===== src/rtl/mmio_uart_tx.sv =====
`default_nettype none
// ============================================================================
// Module   : mmio_uart_tx
// Brief    : Memory-mapped 8N1 UART transmitter with TX FIFO, sticky overflow
//            flag and programmable baud divisor. Registers (addr[3:2]):
//            0 DATA (write pushes byte), 1 STATUS, 2 DIV, 3 reserved.
// Config   : UART_TX_FIFO_EN defined   -> FIFO of FIFO_DEPTH entries
//            UART_TX_FIFO_EN undefined -> single holding byte
// Revision : 1.0 - initial release
// ============================================================================
module mmio_uart_tx #(
    parameter int          FIFO_DEPTH = 4,
    parameter logic [15:0] DIV_RESET  = 16'd8
) (
    input  logic        clk,
    input  logic        rst,
    input  logic        ce,
    input  logic        we,
    input  logic [31:0] addr,
    input  logic [3:0]  sel,
    input  logic [31:0] data_i,
    output logic [31:0] data_o,
    output logic        tx
);

    localparam logic [1:0] c_REG_DATA   = 2'd0;
    localparam logic [1:0] c_REG_STATUS = 2'd1;
    localparam logic [1:0] c_REG_DIV    = 2'd2;

    typedef enum logic [1:0] {
        S_IDLE  = 2'd0,
        S_START = 2'd1,
        S_DATA  = 2'd2,
        S_STOP  = 2'd3
    } state_t;

    state_t      r_state;
    logic [7:0]  r_shift;
    logic [2:0]  r_bitcnt;
    logic [15:0] r_baud;
    logic [15:0] r_div;
    logic        r_ovf;
    logic [4:0]  r_count;
    logic        r_tx;

    logic        w_wr_data;
    logic        w_wr_status;
    logic        w_wr_div;
    logic        w_pop;
    logic        w_accept;
    logic        w_empty;
    logic        w_full;
    logic        w_busy;
    logic        w_bit_end;
    logic [7:0]  w_head;
    logic [15:0] w_div_eff;
    logic        w_unused;

    assign w_wr_data   = ce & we & (addr[3:2] == c_REG_DATA) & sel[0];
    assign w_wr_status = ce & we & (addr[3:2] == c_REG_STATUS);
    assign w_wr_div    = ce & we & (addr[3:2] == c_REG_DIV);

`ifdef UART_TX_FIFO_EN
    localparam int         c_PTR_W     = $clog2(FIFO_DEPTH);
    localparam logic [4:0] c_DEPTH_CNT = 5'(FIFO_DEPTH);

    logic [7:0]         r_mem [FIFO_DEPTH];
    logic [c_PTR_W-1:0] r_wr_ptr;
    logic [c_PTR_W-1:0] r_rd_ptr;

    // FIFO storage: written on every accepted push, contents need no reset
    always_ff @(posedge clk) begin
        if (w_accept) begin
            r_mem[r_wr_ptr] <= data_i[7:0];
        end
    end

    // FIFO pointers wrap naturally because the depth is a power of two
    always_ff @(posedge clk or posedge rst) begin
        if (rst) begin
            r_wr_ptr <= '0;
            r_rd_ptr <= '0;
        end else begin
            if (w_accept) r_wr_ptr <= r_wr_ptr + c_PTR_W'(1);
            if (w_pop)    r_rd_ptr <= r_rd_ptr + c_PTR_W'(1);
        end
    end

    assign w_head = r_mem[r_rd_ptr];
`else
    localparam logic [4:0] c_DEPTH_CNT          = 5'd1;
    localparam int         c_UNUSED_FIFO_DEPTH  = FIFO_DEPTH;

    logic [7:0] r_hold;

    // Single holding byte; a push coincident with a pop replaces the old byte
    always_ff @(posedge clk) begin
        if (w_accept) begin
            r_hold <= data_i[7:0];
        end
    end

    assign w_head = r_hold;
`endif

    assign w_empty   = (r_count == 5'd0);
    assign w_full    = (r_count == c_DEPTH_CNT);
    assign w_busy    = (r_state != S_IDLE);
    assign w_bit_end = (r_baud == 16'd0);
    assign w_div_eff = (r_div == 16'd0) ? 16'd1 : r_div;
    // Head leaves the FIFO when idle or when the stop bit of a frame ends
    assign w_pop     = !w_empty && ((r_state == S_IDLE) ||
                                    ((r_state == S_STOP) && w_bit_end));
    // A pop frees a slot in the same cycle, so a full FIFO still accepts
    assign w_accept  = w_wr_data && (!w_full || w_pop);
    assign w_unused  = ^{addr[31:4], addr[1:0], data_i[31:16]};

    // Occupancy counter
    always_ff @(posedge clk or posedge rst) begin
        if (rst) begin
            r_count <= 5'd0;
        end else begin
            r_count <= r_count + {4'd0, w_accept} - {4'd0, w_pop};
        end
    end

    // Sticky overflow flag and baud divisor register
    always_ff @(posedge clk or posedge rst) begin
        if (rst) begin
            r_ovf <= 1'b0;
            r_div <= DIV_RESET;
        end else begin
            if (w_wr_data && !w_accept) begin
                r_ovf <= 1'b1;
            end else if (w_wr_status && sel[0] && data_i[3]) begin
                r_ovf <= 1'b0;
            end
            if (w_wr_div && sel[0]) r_div[7:0]  <= data_i[7:0];
            if (w_wr_div && sel[1]) r_div[15:8] <= data_i[15:8];
        end
    end

    // Serializer: each bit period is sampled from the divisor at its start,
    // so a divisor change only affects the next bit boundary
    always_ff @(posedge clk or posedge rst) begin
        if (rst) begin
            r_state  <= S_IDLE;
            r_tx     <= 1'b1;
            r_shift  <= 8'd0;
            r_bitcnt <= 3'd0;
            r_baud   <= 16'd0;
        end else begin
            case (r_state)
                S_IDLE: begin
                    if (w_pop) begin
                        r_state <= S_START;
                        r_shift <= w_head;
                        r_baud  <= w_div_eff - 16'd1;
                        r_tx    <= 1'b0;
                    end
                end
                S_START: begin
                    if (w_bit_end) begin
                        r_state  <= S_DATA;
                        r_tx     <= r_shift[0];
                        r_shift  <= {1'b0, r_shift[7:1]};
                        r_bitcnt <= 3'd0;
                        r_baud   <= w_div_eff - 16'd1;
                    end else begin
                        r_baud <= r_baud - 16'd1;
                    end
                end
                S_DATA: begin
                    if (w_bit_end) begin
                        r_baud <= w_div_eff - 16'd1;
                        if (r_bitcnt == 3'd7) begin
                            r_state <= S_STOP;
                            r_tx    <= 1'b1;
                        end else begin
                            r_tx     <= r_shift[0];
                            r_shift  <= {1'b0, r_shift[7:1]};
                            r_bitcnt <= r_bitcnt + 3'd1;
                        end
                    end else begin
                        r_baud <= r_baud - 16'd1;
                    end
                end
                S_STOP: begin
                    if (w_bit_end) begin
                        if (w_pop) begin
                            r_state <= S_START;
                            r_shift <= w_head;
                            r_baud  <= w_div_eff - 16'd1;
                            r_tx    <= 1'b0;
                        end else begin
                            r_state <= S_IDLE;
                        end
                    end else begin
                        r_baud <= r_baud - 16'd1;
                    end
                end
                default: begin
                    r_state <= S_IDLE;
                    r_tx    <= 1'b1;
                end
            endcase
        end
    end

    // Read mux: only active bus reads return data
    always_comb begin
        data_o = 32'd0;
        if (ce && !we) begin
            case (addr[3:2])
                c_REG_STATUS: data_o = {24'd0, r_count[3:0], r_ovf, w_empty, w_full, w_busy};
                c_REG_DIV:    data_o = {16'd0, r_div};
                default:      data_o = 32'd0;
            endcase
        end
    end

    assign tx = r_tx;

endmodule
`default_nettype wire

===== config.mk =====
export PLATFORM = sky130hd
export DESIGN_NAME = mmio_uart_tx
export DESIGN_NICKNAME = d
export VERILOG_FILES = /design/src/rtl/mmio_uart_tx.sv
export SDC_FILE = /design/constraint.sdc
export NUM_CORES = 1
export LEC_CHECK = 0
export BUFFER_PORTS_ARGS = -buffer_cell sky130_fd_sc_hd__buf_2
export CORE_UTILIZATION = 54
export DETAILED_ROUTE_END_ITERATION = 6
export GPL_TIMING_DRIVEN = 0
export PLACE_DENSITY = 0.85
export SLEW_MARGIN = 20
export SYNTH_ARGS = -nofsm -noshare
export SYNTH_HDL_FRONTEND = slang
export SYNTH_SLANG_ARGS = --single-unit
export TNS_END_PERCENT = 50

===== constraint.sdc =====
create_clock -name clk -period 4.6 [get_ports clk]
set_clock_uncertainty 0.05 [all_clocks]
set_input_delay 0.69 -clock clk [delete_from_list [all_inputs] [get_ports clk]]
set_output_delay 0.69 -clock clk [all_outputs]
set_load 0.05 [all_outputs]

# --- Yosys cells after proc, flatten, opt, wreduce, memory -nomap -nowiden ---
# Cells that the tools add are included.
totals:
  register_bits: 60
  input_bits: 72
  elab_cells: 93
classes:
  add_sub_neg: 5
  eq_ne: 13
  n_mux: 32
  n_bitwise: 5
  reduce_logical: 28
ops:
  columns: ["operator", "count"]
  rows:
  - ["16-bit 2-to-1 mux", 5]
  - ["16-bit case mux with 3 select lines", 1]
  - ["8-bit 2-to-1 mux", 5]
  - ["16-bit zero test", 2]
  - ["16-bit case mux with 2 select lines", 1]
  - ["8-bit case mux with 4 select lines", 1]
  - ["16-bit by 1-bit subtractor with 16-bit output (second input constant)", 2]
  - ["2-bit != test (second input constant)", 6]
  - ["2-bit 2-to-1 mux", 5]
  - ["1-bit logical AND", 9]
  - ["3-bit 2-to-1 mux", 3]
  - ["1-bit 2-to-1 mux", 8]
  - ["2-bit case mux with 4 select lines", 1]
  - ["4-bit AND reduction", 2]
  - ["2-bit == test (second input constant)", 3]
  - ["3-bit case mux with 2 select lines", 1]
  - ["2-bit nonzero test", 3]
  - ["5-bit by 1-bit adder with 5-bit output", 1]
  - ["1-bit bitwise AND", 5]
  - ["5-bit by 1-bit == test with 1-bit output (second input constant)", 1]
  - ["5-bit zero test", 1]
  - ["5-bit AND reduction", 1]
  - ["5-bit by 1-bit subtractor with 5-bit output", 1]
  - ["2-bit by 1-bit == test with 1-bit output (second input constant)", 2]
  - ["8 further kinds", 13]

# --- Logic depth before layout (Yosys ltp) ---
# Gate-level depths: netlist of run 1.
logic_depth:
  depth_word: 9
  depth_mapped: 17
  mapped_depth_nobuf: 16

# --- Worst setup path before layout of run 1 ---
# Ideal clock, no wire load.
synth_timing:
  path_type: "flip-flop to flip-flop"
  from: "register r_baud[12]"
  to: "register r_count[4]"
  setup_ns: 0.125
  arrival_time_ns: 3.035
  t_required_ns: 4.425
  path_slack_ns: 1.390
  path_stages_with_launch: 16
  period_less_slack_ns: 3.210
  cell_sequence: "dfrtp_1 -> buf_2 -> or4_4 -> nor2_4 -> buf_2 -> a21oi_1 -> nor2_1 -> a21o_1 -> ha_1 -> inv_1 -> fa_1 -> inv_1 -> a21oi_1 -> nor2_1 -> nor2_1 -> xnor2_1"
synth_via:
  elab_chain_len: 8
synth_lines:
  columns: ["element", "line_no", "text"]
  rows:
  - ["from (decl)", "40", "logic [15:0] r_baud;"]
  - ["from (signal assigned)", "158", "r_baud <= w_div_eff - 16'd1;"]
  - ["from (signal assigned)", "168", "r_baud <= w_div_eff - 16'd1;"]
  - ["from (signal assigned)", "170", "r_baud <= r_baud - 16'd1;"]
  - ["16-bit zero test", "109", "assign w_bit_end = (r_baud == 16'd0);"]
  - ["1-bit logical AND", "113", "((r_state == S_STOP) && w_bit_end));"]
  - ["1-bit logical OR", "112", "assign w_pop = !w_empty && ((r_state == S_IDLE) ||"]
  - ["1-bit logical AND", "112", null]
  - ["1-bit logical OR", "115", "assign w_accept = w_wr_data && (!w_full || w_pop);"]
  - ["1-bit logical AND", "115", null]
  - ["named net w_accept", "50", "logic w_accept;"]
  - ["5-bit by 1-bit adder with 5-bit output", "123", "r_count <= r_count + {4'd0, w_accept} - {4'd0, w_pop};"]
  - ["5-bit by 1-bit subtractor with 5-bit output", "123", null]
  - ["to (signal assigned)", "123", null]
  - ["to (decl)", "43", "logic [4:0] r_count;"]
# The timed path passes the listed nets, and every way through them passes these cells.
# A chain may end at the register's enable or synchronous reset.

# --- Final worst setup path of run 1 ---
layout_timing:
  from: "register r_baud[2]"
  to: "register r_count[4]"
# Same word-level chain as after synthesis.

==> results.sh, run 1 <==
export IMPL_status="completed"
export IMPL_clk_latency_ns=0.35
export IMPL_track_usage_pct=28.0
export IMPL_ys_flop_type="dfrtp_1"
export IMPL_holdWs_ns=0.389
export IMPL_fillers=585
export IMPL_ff2ff_setup_slack_ns=0.61
export IMPL_regArea_mm2=0.00154
export IMPL_period_minus_slack_ns=3.99
export IMPL_end_kind="flop"
export IMPL_cts_made_buffers=9
export IMPL_io_pins=105
export IMPL_final_hold_viol_count=0
export IMPL_cts_hold_buf=0
export IMPL_syn_area_per_cell_um2=9.17
export IMPL_r2r_end="r_count[4]"
export IMPL_cap_violations=0
export IMPL_placed_area_mm2=0.00457
export IMPL_layout_commonest_cell="nand2_1"
export IMPL_cts_resized=0
export IMPL_cts_setup_buffers=0
export IMPL_synth_edf_count=8
export IMPL_clk_path_buf_depth=2
export IMPL_tightest_slew_ns=0.866
export IMPL_synth_xor_area_share_pct=4.39
export IMPL_cp_max_fo=10
export IMPL_setup_viol=0
export IMPL_yosysUniqueCellTypes=74
export IMPL_vdd_ir_drop_max_v=0.000487
export IMPL_port_buffer_count=40
export IMPL_ys_seq_area_share_pct=36.8
export IMPL_worstSetupStartpointType="flop"
export IMPL_power_density_mw_per_mm2=670
export IMPL_clock_root_buffer="clkbuf_8"
export IMPL_slew_headroom_pct=42.0
export IMPL_via_per_inst=6.12
export IMPL_synth_area_mux_share_pct=6.69
export IMPL_path_class="flop to flop"
export IMPL_die_x_um=90.1
export IMPL_place_ws_ns=0.767
export IMPL_fp_dieH_um=90.1
export IMPL_cts_tree="built"
export IMPL_drc_errors=0
export IMPL_synth_compound_area_share_pct=17.9
export IMPL_fin_ws_ns=0.614
export IMPL_stdcell_area_mm2=0.00477
export IMPL_ant_nets=0
export IMPL_antenna_cells=0
export IMPL_vias=3839
export IMPL_finalPower_uw=3200
export IMPL_synth_top_family_by_area="simple AND/OR/NAND/NOR gates"
export IMPL_synthAdderAreaFrac_pct=5.55
export IMPL_avgRoutedWirePerCell_um=17.6
export IMPL_drtIter0Drc=362
export IMPL_syn_area_mm2=0.00419
export IMPL_ys_warnings_count=0
export IMPL_gp_congestion=0.969
export IMPL_p_leak_uw=0.00215
export IMPL_drt_total_wl_mm=11.0
export IMPL_rsz0062_at_grt="false"
export IMPL_worstReg2RegStart="r_baud[2]"
export IMPL_slew_violations=0
export IMPL_drive_above_1_share_pct=21.8
export IMPL_multiInputGateArea_mm2=0.00241
export IMPL_grt_overflow_total=0
export IMPL_cp_data_arrival_time_ns=4.17
export IMPL_initial_core_util_pct=56.9
export IMPL_holdCritPathClass="input pin to asynchronous set/reset pin"
export IMPL_nNetsFinal=613
export IMPL_synth_seq_cells=60
export IMPL_h_tree_depth=3
export IMPL_reg2reg_depth=15
export IMPL_antenna_found_initial=0
export IMPL_cts_sinks=60
export IMPL_row_count=31
export IMPL_fmax_mhz=251
export IMPL_synthArstFlopShare_pct=86.7
export IMPL_grt_pass1_vias=3652
export IMPL_core_area_mm2=0.00737
export IMPL_synth_cells=457
export IMPL_yosys_area_share_simple_pct=21.6
export IMPL_final_cell_mix="nand2_1 (52), dfrtp_1 (50), buf_2 (47)"
export IMPL_area_growth_pct=13.8
export IMPL_crit_required_ns=4.78
export IMPL_tns_ns=0
export IMPL_hpwl_mm=7.87
export IMPL_finalCritPeriodShare_pct=86.7
export IMPL_grt_max_degree=53
export IMPL_grt_pass1_wl_mm=18.0
export IMPL_die_area_mm2=0.00812
export IMPL_clk_pin_slew_worst_paths_ns=0.07
export IMPL_drtPass1Iterations=5
==> Yosys cell counts (3+ instances only) <==
cell type / number / area [um^2]
buf_2: 7 / 35.0
or3_1: 5 / 31.3
mux2_2: 16 / 180
o221ai_1: 6 / 52.6
a21o_1: 6 / 45.0
nor3_1: 7 / 35.0
a21oi_1: 18 / 90.1
buf_4: 17 / 128
nor3_2: 3 / 30.0
nor3b_1: 3 / 22.5
ha_1: 17 / 213
xnor2_1: 13 / 114
nor2_1: 39 / 146
or4_1: 3 / 22.5
nand2_1: 52 / 195
clkbuf_1: 8 / 30.0
nand3b_1: 4 / 30.0
inv_1: 19 / 71.3
o21ai_0: 32 / 160
and3_1: 3 / 18.8
a32oi_1: 3 / 26.3
xor2_1: 8 / 70.1
and2_1: 10 / 62.6
o211ai_1: 3 / 22.5
mux2i_1: 10 / 100
a22oi_1: 8 / 60.1
nor4_1: 4 / 25.0
o311ai_1: 4 / 35.0
edfxtp_1: 8 / 240
dfrtp_1: 50 / 1250
nand3_1: 15 / 75.1
==> stage by stage <==
| stage | utilization, % | instances |
|---|---|---|
| 2_1_floorplan | - | 472 |
| 3_3_place_gp | 62.0 | 611 |
| 3_5_place_dp | 62.1 | 611 |
| 4_1_cts | 64.7 | 627 |
| 5_1_grt | 64.7 | 627 |
| 6_report | 64.7 | 627 |
==> layout make-up <==
class	instances	area share, %
Buffer	35	4.59
Inverter	19	1.55
Tap cell	99	2.60
Clock buffer	11	2.97
Timing Repair Buffer	40	4.20
Sequential cell	60	32.4
Multi-Input combinational cell	358	50.6
Clock inverter	5	1.10
==> where the power goes <==
group	switching, uW	internal (uW)	leakage [uW]
logic	1100	689	0.00133
clock network	223	261	0.0000906
registers	203	720	0.000722
total	1530	1670	0.00215
==> routing by layer <==
layer	wire length, um	share of wire, %	global-route usage [%]	up-vias
met4	274	2.5	11.8	0
met3	930	8.4	6.51	30
met2	5180	47	44.7	218
met5	0	0	0	-
li1	-	-	-	1760
met1	4630	42	36.5	1831
==> worst max-delay path by stage <==
stage                  to        from  cells past startpoint  slack [ns]
2_1_floorplan  r_count[4]  r_baud[12]                     15        1.39
3_3_place_gp   r_count[4]   r_baud[2]                     15        0.87
3_5_place_dp   r_count[4]   r_baud[2]                     15        0.77
4_1_cts        r_count[4]   r_baud[2]                     15        0.68
5_1_grt        r_count[4]   r_baud[2]                     15        0.41
6_report       r_count[4]   r_baud[2]                     15        0.61
==> registers in the layout, summed over array words and instances (netlist names) <==
name      cells
r_bitcnt      3
r_state       2
r_baud       16
r_div        16
r_count       5
r_hold        8
tx            1
r_ovf         1
r_shift       8
==> worst max-delay path, stage by stage, from the launching register on <==
cell and delay [ns]:
dfrtp_1 0.46, nor4_4 0.45, nand4_4 0.23, nor2_4 0.25, buf_2 0.30, a21oi_1 0.16, nor2_1 0.72, a21o_1 0.22
ha_1 0.18, inv_1 0.07, fa_1 0.40, inv_1 0.07, a21oi_1 0.06, nor2_1 0.08, nor2_1 0.05, xnor2_1 0.12
==> cell families (layout without fill, tap and decap cells) <==
logic type / count (synthesis) / count (layout)
simple gates: 169 / 169
compound gates: 108 / 108
xor+xnor: 21 / 21
fa+ha+maj: 18 / 18
mux: 26 / 26
flops: 60 / 60
buf+inv: 54 / 110
other cells: 1 / 16
(Power assumes the default switching activity.)
==> run 2, diff against run 1 <==
- ABC_AREA: unset -> 1
- CAP_MARGIN: unset -> 20
- CORE_UTILIZATION: 54 -> 56
- CTS_BUF_LIST: unset -> sky130_fd_sc_hd__clkbuf_2
- PLACE_DENSITY: 0.85 -> 0.87
==> run 2 against run 1 <==
Setup slack improved by 0.42 ns. Non-clock buffer count fell by 4. Sequential share of layout area rose by 0.27 points. Largest power group is now registers. Via count rose by 6.1%. Core utilization rose by 0.14 points. First-iteration DRC count rose by 40%. Count of clock-buffer cells in the layout fell by 2. Final cell count rose by 23%. Register-to-register slack improved by 0.42 ns. Wire length fell by 8.3%. Synthesized cell count rose by 31%.
==> results.sh, run 2 <==
export IMPL_status="completed"
export IMPL_reg2reg_depth=19
export IMPL_drc_errors=0
export IMPL_drtPass1Iterations=5
export IMPL_tightest_slew_ns=0.900
export IMPL_yosys_area_top_type_share_pct=29.6
export IMPL_crit_required_ns=5.02
export IMPL_track_usage_pct=28.3
export IMPL_path_class="flop to flop"
export IMPL_yosysUniqueCellTypes=41
export IMPL_power_density_mw_per_mm2=352
export IMPL_port_buffer_count=40
export IMPL_layout_commonest_cell="nand2_1"
export IMPL_synth_most_common_cell="nand2_1"
export IMPL_slew_headroom_pct=39.4
export IMPL_reg_largest_list="r_baud (16), r_div (16)"
export IMPL_grt_pass1_vias=3844
export IMPL_synthArstFlopShare_pct=86.7
export IMPL_row_count=31
export IMPL_cts_hold_buf=0
export IMPL_final_cell_mix="nand2_1 (161), inv_1 (78), nor2_1 (66)"
export IMPL_avgRoutedWirePerCell_um=13.1
export IMPL_syn_area_mm2=0.00423
export IMPL_place_ws_ns=1.10
export IMPL_grt_pass1_wl_mm=16.9
export IMPL_yosysTopAreaCell="dfrtp_1"
export IMPL_synth_cells=598
export IMPL_die_area_mm2=0.00790
export IMPL_antenna_found_initial=0
export IMPL_drtIter0Drc=505
export IMPL_cap_violations=0
export IMPL_drive_above_1_share_pct=14.0
export IMPL_ys_seq_area_share_pct=36.5
export IMPL_clk_pin_slew_worst_paths_ns=0.24
export IMPL_finalCritPeriodShare_pct=77.6
export IMPL_area_growth_pct=11.9
export IMPL_clk_path_buf_depth=2
export IMPL_ant_nets=0
export IMPL_end_kind="flop"
export IMPL_synth_seq_cells=60
export IMPL_drt_total_wl_mm=10.1
export IMPL_cts_tree="built"
export IMPL_tns_ns=0
export IMPL_setup_viol=0
export IMPL_ys_top_cells_by_count="nand2_1 (161), inv_1 (79), nor2_1 (66)"
export IMPL_h_tree_depth=3
export IMPL_fp_dieH_um=88.9
export IMPL_die_x_um=88.9
export IMPL_synth_edf_count=8
export IMPL_cts_setup_buffers=0
export IMPL_cts_made_buffers=9
export IMPL_grt_overflow_total=0
export IMPL_ys_flop_type="dfrtp_1"
export IMPL_cts_resized=0
export IMPL_core_area_mm2=0.00729
export IMPL_vias=4075
export IMPL_hpwl_mm=7.74
export IMPL_worstSetupStartpointType="flop"
export IMPL_clock_root_buffer="clkbuf_2"
export IMPL_clk_latency_ns=0.56
export IMPL_cp_data_arrival_time_ns=3.99
export IMPL_via_per_inst=5.30
export IMPL_p_leak_uw=0.00242
export IMPL_io_pins=105
export IMPL_synth_area_leaders="dfrtp_1 (30%), nand2_1 (14%), inv_1 (7.0%), nor2_1 (5.9%), edfxtp_1 (5.7%)"
export IMPL_finalPower_uw=1670
export IMPL_fillers=670
export IMPL_nNetsFinal=755
export IMPL_final_hold_viol_count=0
export IMPL_holdCritPathClass="input pin to asynchronous set/reset pin"
export IMPL_ys_warnings_count=0
export IMPL_cts_sinks=60
export IMPL_fin_ws_ns=1.03
export IMPL_gp_congestion=0.931
export IMPL_rsz0062_at_grt="false"
export IMPL_cp_max_fo=10
export IMPL_fmax_mhz=280
export IMPL_initial_core_util_pct=57.9
export IMPL_grt_max_degree=35
export IMPL_ff2ff_setup_slack_ns=1.03
export IMPL_vdd_ir_drop_max_v=0.000355
export IMPL_antenna_cells=0
export IMPL_slew_violations=0
export IMPL_utilization_pct=64.8
export IMPL_syn_area_per_cell_um2=7.07
export IMPL_period_minus_slack_ns=3.57
## run 2: cell type report
cell class	instances	area, um^2	area share (%)
Buffer	30	193	4.08
Clock buffer	9	45.0	0.953
Clock inverter	7	57.6	1.22
Inverter	82	310	6.56
Multi-Input combinational cell	441	2230	47.3
Sequential cell	60	1540	32.7
Tap cell	99	124	2.62
Timing Repair Buffer	41	220	4.66
## run 2: cell families (layout without fill, tap and decap cells)
kind of cell	after synthesis	count (layout)	share of synthesized area, %
adder cells (fa/ha/maj)	18	18	5.51
AO/OA/AOI/OAI	96	96	13.0
XOR/XNOR	20	20	4.15
AND/OR/NAND/NOR	290	290	28.6
flip-flops	60	60	36.5
multiplexers	1	1	0.266
other	1	16	0.0888
buffers and inverters	112	169	11.9
## run 2: report_power, final
group / total [uW] / leakage [uW] / switching (uW) / internal (uW)
clock: 323 / 0.0000612 / 243 / 79.3
combinational: 600 / 0.00171 / 379 / 222
sequential: 743 / 0.000648 / 107 / 636
## run 2: routing by layer
layer  part of all wire, %  track usage [%]  vias to the layer above
li1                      -                -                     2018
met1                    42             34.1                     1847
met2                    49             48.4                      172
met3                   5.3             4.20                       38
met4                   3.2             15.8                        0
met5                     0                0                        -
## run 2: worst paths after layout
path                            from         end
setup / recovery           r_baud[1]  r_count[4]
hold / removal                   rst  r_shift[7]
setup reg to reg           r_baud[1]  r_count[4]
hold reg to reg                r_ovf       r_ovf
max in group asynchronous        rst    r_div[3]
min in group clk           data_i[6]   r_hold[6]
## run 2: critical path: stages (launching register included)
cell	delay, ns
dfrtp_1	0.44
inv_1	0.10
ha_1	0.30
nand2_1	0.12
nor2_1	0.27
nand3_1	0.11
nand2_1	0.11
nand2_4	0.11
buf_2	0.22
nand2_1	0.11
nand2_1	0.05
inv_1	0.25
nand2_1	0.08
nand2_1	0.08
ha_1	0.17
inv_1	0.06
fa_1	0.40
o21ai_0	0.18
a21oi_1	0.09
xor2_1	0.14
## run 2: per-stage QoR
stage	hold WS, ns	instances	area, um^2
after global placement	0.422	752	4610
after floorplan	0.406	613	4280
after detailed placement	0.433	753	4630
after global routing	0.0490	769	4730
after CTS	0.0409	769	4730
final	0.0368	769	4730
==> run 3, diff against run 2 <==
- clock period: 4.6 -> 3.42 ns (I/O delays scaled with it)
==> run 3 against run 2 <==
Clock power rose by 35%. Combinational power up 37%. Sequential cell count unchanged. Final cell count rose by 0.13%. Wire length is 0.33% higher. Final area grew 0.79%. Maximum frequency is 10% higher. Sequential share of layout area decreased by 0.26 points. Global-route usage about the same. Core utilization increased by 0.51 points. Critical endpoint unchanged. Highest routed layer unchanged.
==> results.sh, run 3 (synthesis results as in run 2) <==
export IMPL_status="completed"
export IMPL_drtIter0Drc=372
export IMPL_die_x_um=88.9
export IMPL_drt_total_wl_mm=10.1
export IMPL_p_leak_uw=0.00243
export IMPL_cts_made_buffers=9
export IMPL_reg_largest_list="r_baud (16), r_div (16)"
export IMPL_final_hold_viol_count=0
export IMPL_grt_max_degree=35
export IMPL_vdd_ir_drop_max_v=0.000478
export IMPL_fillers=659
export IMPL_initial_core_util_pct=57.9
export IMPL_slew_violations=0
export IMPL_drive_above_1_share_pct=14.8
export IMPL_avgRoutedWirePerCell_um=13.2
export IMPL_worstSetupStartpointType="flop"
export IMPL_ant_nets=0
export IMPL_port_buffer_count=40
export IMPL_gp_congestion=0.931
export IMPL_fmax_mhz=308
export IMPL_track_usage_pct=28.3
export IMPL_power_density_mw_per_mm2=474
export IMPL_cp_data_arrival_time_ns=3.66
export IMPL_cp_max_fo=10
export IMPL_multiInputGateArea_mm2=0.00226
export IMPL_clock_root_buffer="clkbuf_2"
export IMPL_crit_required_ns=3.84
export IMPL_via_per_inst=5.29
export IMPL_antenna_found_initial=0
export IMPL_row_count=31
export IMPL_io_pins=105
export IMPL_final_cell_mix="nand2_1 (161), inv_1 (77), nor2_1 (64)"
export IMPL_holdCritPathClass="input pin to flop"
export IMPL_crit_top_cell="nand2_1"
export IMPL_fp_dieH_um=88.9
export IMPL_setup_viol=0
export IMPL_stdcell_area_mm2=0.00477
export IMPL_die_area_mm2=0.00790
export IMPL_cts_tree="built"
export IMPL_h_tree_depth=3
export IMPL_vias=4072
export IMPL_path_class="flop to flop"
export IMPL_nNetsFinal=756
export IMPL_rsz0062_at_grt="false"
export IMPL_drtPass1Iterations=7
export IMPL_cts_sinks=60
export IMPL_slew_headroom_pct=38.3
export IMPL_regArea_mm2=0.00154
export IMPL_antenna_cells=0
export IMPL_placed_area_mm2=0.00463
export IMPL_hpwl_mm=7.74
export IMPL_cp_slowest_cell="dfrtp_1"
export IMPL_grt_overflow_total=0
export IMPL_grt_pass1_vias=3844
export IMPL_utilization_pct=65.4
export IMPL_holdWs_ns=0.0819
export IMPL_finalCritPeriodShare_pct=94.8
export IMPL_cap_violations=0
export IMPL_clk_latency_ns=0.57
export IMPL_area_growth_pct=12.8
export IMPL_end_kind="flop"
export IMPL_worstPathCellList="inv_1 > ha_4 > nand2_1 > nor2_4 > nand3_1 > nand2_1 > nand2_4 > buf_2 > nand2_1 > nand2_1 > inv_2 > nand2_1 > nand2_1 > ha_1 > inv_1 > fa_1 > o21ai_0 > a21oi_1 > xor2_1"
export IMPL_clk_path_buf_depth=2
export IMPL_drc_errors=0
export IMPL_core_area_mm2=0.00729
export IMPL_tightest_slew_ns=0.915
export IMPL_layout_commonest_cell="nand2_1"
export IMPL_period_minus_slack_ns=3.24
export IMPL_crit_path_max_incr_delay_ns=0.45
export IMPL_clk_pin_slew_worst_paths_ns=0.24
export IMPL_grt_pass1_wl_mm=16.9
## run 3: changes by cell type in the layout (fill, tap and decap cells not counted), sizes merged
cell and change:
dlygate4sd3 +1
## run 3: timing repair
action                                  CTS  global route
resized for setup                         1             6
hold buffers                              1             0
endpoints found under the hold margin    17             0
setup buffers                             0             0
endpoints found under the setup margin    1             1
## run 3: cell type report
type,count,area share (%)
multi-input cells,441,47.5
clock buffers,9,0.945
inverters,82,6.51
well taps,99,2.60
flip-flops and latches,60,32.4
repair buffers,42,4.83
plain buffers,30,4.04
clock inverters,7,1.21
## run 3: critical path, delay by kind of cell, from the launching register on
family,cells,cell delay (ns)
AND/OR/NAND/NOR,9,0.91
adder cells (fa/ha/maj),3,0.76
buffers and inverters,4,0.58
flip-flops,1,0.45
AO/OA/AOI/OAI,2,0.27
XOR/XNOR,1,0.14
## run 3: per-layer routing
| metal | vias to the layer above | GRT usage (%) | wire, um |
|---|---|---|---|
| li1 | 2023 | - | - |
| met1 | 1842 | 34.1 | 4210 |
| met2 | 174 | 48.4 | 4930 |
| met3 | 33 | 4.20 | 693 |
| met4 | 0 | 15.8 | 304 |
| met5 | - | 0 | 0 |
## run 3: per-stage QoR
step	setup slack [ns]	instances	setup TNS [ns]	total power, uW
floorplan	0.432	613	0	1610
global placement	0.00721	752	0	1760
detailed placement	-0.0753	753	-0.0753	1800
CTS	0.0113	770	0	2230
global route	0.0138	770	0	2400
finish	0.177	770	0	2260
## run 3: power by group
part           switching [uW]  leakage, uW  internal, uW
logic                     516      0.00172           307
registers                 144     0.000648           856
clock network             329    0.0000612           107
total                     989      0.00243          1270
## run 3: worst paths after layout
check | startpoint | to | slack [ns] | depth (start not counted)
max | r_baud[1] | r_count[4] | 0.18 | 19
min | data_i[6] | r_hold[6] | 0.08 | 1
max reg2reg | r_baud[1] | r_count[4] | 0.18 | 19
min reg2reg | r_hold[7] | r_shift[7] | 0.48 | 2
max in group asynchronous | rst | r_div[3] | 2.31 | 4
min in group asynchronous | rst | r_shift[7] | 0.41 | 3
